### src/rtl/vga_sync_gen.sv
// 640x480@60 Hz VGA raster timing generator with per-axis region FSMs.
// Every output is a registered decode of the current counter position, so it is glitch-free.
module vga_sync_gen #(
    parameter int   H_ACTIVE = 640,
    parameter int   H_FRONT  = 16,
    parameter int   H_SYNC   = 96,
    parameter int   H_BACK   = 48,
    parameter int   V_ACTIVE = 480,
    parameter int   V_FRONT  = 10,
    parameter int   V_SYNC   = 2,
    parameter int   V_BACK   = 33,
    parameter logic SYNC_POL = 1'b0
) (
    input  logic       clk_25,
    input  logic       reset,
    input  logic       enable,
    output logic       h_sync,
    output logic       v_sync,
    output logic       bright,
    output logic [9:0] pixel_x,
    output logic [9:0] pixel_y,
    output logic       line_start,
    output logic       frame_start
);

    localparam int H_TOTAL = H_ACTIVE + H_FRONT + H_SYNC + H_BACK;
    localparam int V_TOTAL = V_ACTIVE + V_FRONT + V_SYNC + V_BACK;

    generate
        if (H_TOTAL > 1024 || V_TOTAL > 1024) begin : g_total_too_large
            $error("vga_sync_gen: H_TOTAL or V_TOTAL exceeds the 10-bit counter range");
        end
    endgenerate

    localparam logic [1:0] ACTIVE = 2'd0;
    localparam logic [1:0] FRONT  = 2'd1;
    localparam logic [1:0] SYNC   = 2'd2;
    localparam logic [1:0] BACK   = 2'd3;

    localparam logic [9:0] H_LAST        = 10'(H_TOTAL - 1);
    localparam logic [9:0] H_FRONT_START = 10'(H_ACTIVE);
    localparam logic [9:0] H_SYNC_START  = 10'(H_ACTIVE + H_FRONT);
    localparam logic [9:0] H_BACK_START  = 10'(H_ACTIVE + H_FRONT + H_SYNC);
    localparam logic [9:0] V_LAST        = 10'(V_TOTAL - 1);
    localparam logic [9:0] V_FRONT_START = 10'(V_ACTIVE);
    localparam logic [9:0] V_SYNC_START  = 10'(V_ACTIVE + V_FRONT);
    localparam logic [9:0] V_BACK_START  = 10'(V_ACTIVE + V_FRONT + V_SYNC);

    logic [9:0] h_count;
    logic [9:0] v_count;
    logic [1:0] h_state;
    logic [1:0] v_state;

    logic       h_wrap;
    logic       v_wrap;
    logic       visible;
    logic [9:0] h_next;
    logic [9:0] v_next;
    logic [1:0] h_state_next;
    logic [1:0] v_state_next;

    assign h_wrap  = (h_count == H_LAST);
    assign v_wrap  = (v_count == V_LAST);
    assign visible = (h_state == ACTIVE) && (v_state == ACTIVE);

    // The state registers track the region the counters are entering, so they
    // always describe the current count; the vertical axis only moves on a line wrap.
    always_comb begin
        h_next       = h_wrap ? 10'd0 : h_count + 10'd1;
        v_next       = v_count;
        h_state_next = h_state;
        v_state_next = v_state;

        case (h_state)
            ACTIVE:  if (h_next == H_FRONT_START) h_state_next = FRONT;
            FRONT:   if (h_next == H_SYNC_START)  h_state_next = SYNC;
            SYNC:    if (h_next == H_BACK_START)  h_state_next = BACK;
            default: if (h_wrap)                  h_state_next = ACTIVE;
        endcase

        if (h_wrap) begin
            v_next = v_wrap ? 10'd0 : v_count + 10'd1;
            case (v_state)
                ACTIVE:  if (v_next == V_FRONT_START) v_state_next = FRONT;
                FRONT:   if (v_next == V_SYNC_START)  v_state_next = SYNC;
                SYNC:    if (v_next == V_BACK_START)  v_state_next = BACK;
                default: if (v_wrap)                  v_state_next = ACTIVE;
            endcase
        end
    end

    // While disabled everything holds, except the pulses which drop so they never repeat.
    always_ff @(posedge clk_25) begin
        if (reset) begin
            h_count     <= 10'd0;
            v_count     <= 10'd0;
            h_state     <= ACTIVE;
            v_state     <= ACTIVE;
            h_sync      <= ~SYNC_POL;
            v_sync      <= ~SYNC_POL;
            bright      <= 1'b0;
            pixel_x     <= 10'd0;
            pixel_y     <= 10'd0;
            line_start  <= 1'b0;
            frame_start <= 1'b0;
        end else if (enable) begin
            h_count     <= h_next;
            v_count     <= v_next;
            h_state     <= h_state_next;
            v_state     <= v_state_next;
            h_sync      <= (h_state == SYNC) ? SYNC_POL : ~SYNC_POL;
            v_sync      <= (v_state == SYNC) ? SYNC_POL : ~SYNC_POL;
            bright      <= visible;
            pixel_x     <= visible ? h_count : 10'd0;
            pixel_y     <= visible ? v_count : 10'd0;
            line_start  <= visible && (h_count == 10'd0);
            frame_start <= visible && (h_count == 10'd0) && (v_count == 10'd0);
        end else begin
            line_start  <= 1'b0;
            frame_start <= 1'b0;
        end
    end

endmodule

### config.mk
export PLATFORM = sky130hd
export DESIGN_NAME = vga_sync_gen
export DESIGN_NICKNAME = d
export VERILOG_FILES = /design/src/rtl/vga_sync_gen.sv
export SDC_FILE = /design/constraint.sdc
export NUM_CORES = 1
export LEC_CHECK = 0
export BUFFER_PORTS_ARGS = -buffer_cell sky130_fd_sc_hd__buf_2
export CAP_MARGIN = 20
export CORE_UTILIZATION = 56
export DETAILED_ROUTE_END_ITERATION = 12
export GPL_TIMING_DRIVEN = 1
export PLACE_DENSITY = 0.86
export SLEW_MARGIN = 10
export SYNTH_ARGS = -nofsm -noshare
export SYNTH_HDL_FRONTEND = slang
export SYNTH_SLANG_ARGS = --single-unit
### constraint.sdc
create_clock -name clk_25 -period 2.36 [get_ports clk_25]
set_clock_uncertainty 0.05 [all_clocks]
set_input_delay 0.236 -clock clk_25 [delete_from_list [all_inputs] [get_ports clk_25]]
set_output_delay 0.236 -clock clk_25 [all_outputs]
set_load 0.05 [all_outputs]
==> results_dict.tcl <==
set metrics [dict create \
    critPathCaptureType "flip-flop" \
    synth_nets 333 \
    htreeDepth 2 \
    cts_tree "yes" \
    die_y_um 71.5 \
    crit_chain "nor4_2, and3_1, o311ai_1, a2111oi_4, mux2i_1, nor2_1" \
    final-hold-violation-count 0 \
    ir_drop_uv 258 \
    setup_viol 0 \
    holdCritPathClass "input port to flip-flop" \
    slew_headroom 0.646 \
    drt_iter0_drc 351 \
    place_hpwl_um 3970 \
    first_pass_iters 5 \
    dieWidth_um 71.5 \
    crit_slowest_cell "dfxtp_1" \
    drive_above_1_share 0.204 \
    syn_inst 319 \
    antenna_found_initial 0 \
    placed_cell_area_um2 2830 \
    status "finished, final reports clean" \
    dieArea_um2 5120 \
    p_leak_nw 1.10 \
    io_pins 28 \
    diodes 0 \
    start_util 0.601 \
    synth_edf_count 0 \
    multi_input_comb_area_um2 1510 \
    mostFrequentLayoutCell "nor2_1" \
    clk_pin_slew_ps 90 \
    grt.total_usage 0.246 \
    grt_pass1_vias 2178 \
    place_congestion 0.927 \
    worst_slack_ps 146 \
    drv_slew 0 \
    place_ws_ps 88.9 \
    clockBufferDepth 2 \
    overflow 0 \
    path_delay_family "simple AND/OR/NAND/NOR gates" \
    maxCapViolations 0 \
    hold-worst-slack_ps 218 \
    register_area_um2 986 \
    yosys_warnings 0 \
    nets 352 \
    layout_common_cells "nor2_1, dfxtp_1, buf_2, a22oi_1, nand2_1" \
    worstPathRequired_ps 2490 \
    power_density_nw_per_um2 494 \
    ctsResizeCount 0 \
    grt_pass1_wl_um 9900 \
    finalCriticalPeriod_ps 2210 \
    viasPerCell 6.17 \
    synth_ff_type "dfxtp_1" \
    finalInstanceArea_um2 2930 \
    synth.distinct_cells 58 \
    ys_seq_area_frac 0.362 \
    grt_setup_unrepaired "no" \
    drc 0 \
    hold_buffers 0 \
    avgSynthCellArea_um2 8.48 \
    dr_total_vias 2414 \
    core_area_um2 4500 \
    grt_start_max_net_pins 50 \
    crit_path_start_kind "flip-flop" \
    placement.io_buffers 27 \
    path_class "flip-flop to flip-flop" \
    routed_wl_um 5910 \
    post_drt_wl_per_cell_um 15.1 \
    max_freq_mhz 452 \
    cts_buffers 5 \
    fillerInstances 366 \
    tightest_slew_ps 523 \
    cts.sinks 49 \
    ant_nets 0 \
    area_growth_pct 8.14 \
    post_cts_buffers 0 \
    row_count 24 \
    dp.cells 383 \
    finalSetupTns_ps 0 \
    period_share 0.938 \
    async_flop_share 0 \
    clkLatencyLatePin_ps 310 \
    crit_fanout 10 \
    yosys_register_bits 49 \
    root_buffer "clkbuf_8" \
    critical-path-max-stage-delay_ps 420 \
    critPathBufInv 0 \
    worstPathArrival_ps 2350 \
    fin_cells 391 \
    netlist_area_um2 2710 \
]
[layout make-up]
cell class | instances | share of cell area
Inverter | 13 | 0.0167
Multi-Input combinational cell | 229 | 0.515
Clock buffer | 6 | 0.0248
Clock inverter | 2 | 0.00513
Tap cell | 52 | 0.0222
Sequential cell | 49 | 0.337
Timing Repair Buffer | 40 | 0.0795
[layer usage]
layer,track usage,up-vias,share of wire
met5,0,-,0
met4,0.118,0,0.019
met3,0.0577,12,0.060
met2,0.380,88,0.47
met1,0.325,1143,0.45
li1,-,1171,-
[worst paths after layout]
path,startpoint,endpoint,slack (ps),cells after the start
max,v_count[4],v_state[1],150,6
min,reset,line_start,220,4
max reg2reg,v_count[4],v_state[1],150,6
min reg2reg,bright,bright,450,2
[worst register-to-register path, cell delays in order (launching register included)]
cell       delay [ps]
dfxtp_1           420
nor4_2            410
and3_1            350
o311ai_1          210
a2111oi_4         380
mux2i_1           230
nor2_1             50
[per-stage QoR]
stage	utilization	power, mW
after global placement	0.628	0.966
after floorplan	-	0.938
final	0.650	1.45
after detailed placement	0.628	0.967
after global routing	0.650	1.50
after CTS	0.648	1.46
[cells in the mapped netlist, drive strengths merged, types with 4 or more instances]
cell    count  area share
nand4b      4       0.013
buf        18       0.047
a31oi       5       0.012
inv        13       0.018
nand3       7       0.015
a21oi      14       0.026
a22oi      21       0.058
nand2b      5       0.012
nand4       6       0.016
nor3        7       0.013
and3        5       0.012
o21ai      12       0.022
dfxtp      49        0.36
clkbuf     10       0.018
xnor2      10       0.032
mux2i       6       0.022
or3         5       0.012
nand2      16       0.025
nor2       52       0.073
ha         11       0.051
[kinds of logic (layout without fill, tap and decap cells)]
group,count (synthesis),in the layout,share of synthesized area
simple gates,126,126,0.248
buf+inv,41,61,0.0827
xor+xnor,12,12,0.0388
flops,49,49,0.362
compound gates,74,74,0.195
fa+ha+maj,11,11,0.0509
mux,6,6,0.0222
[sequential cells by signal, indices dropped and copies added, names as in the netlist]
name,flops
h_count,10
pixel_x,10
pixel_y,10
v_count,10
h_state,2
v_state,2
bright,1
frame_start,1
h_sync,1
line_start,1
v_sync,1
[report_power, final]
| part | switching, mW | internal, mW |
|---|---|---|
| clock network | 0.288 | 0.209 |
| logic | 0.0767 | 0.0312 |
| registers | 0.00615 | 0.836 |
| total | 0.371 | 1.08 |
No activity file was read; power rests on OpenSTA's default activity.
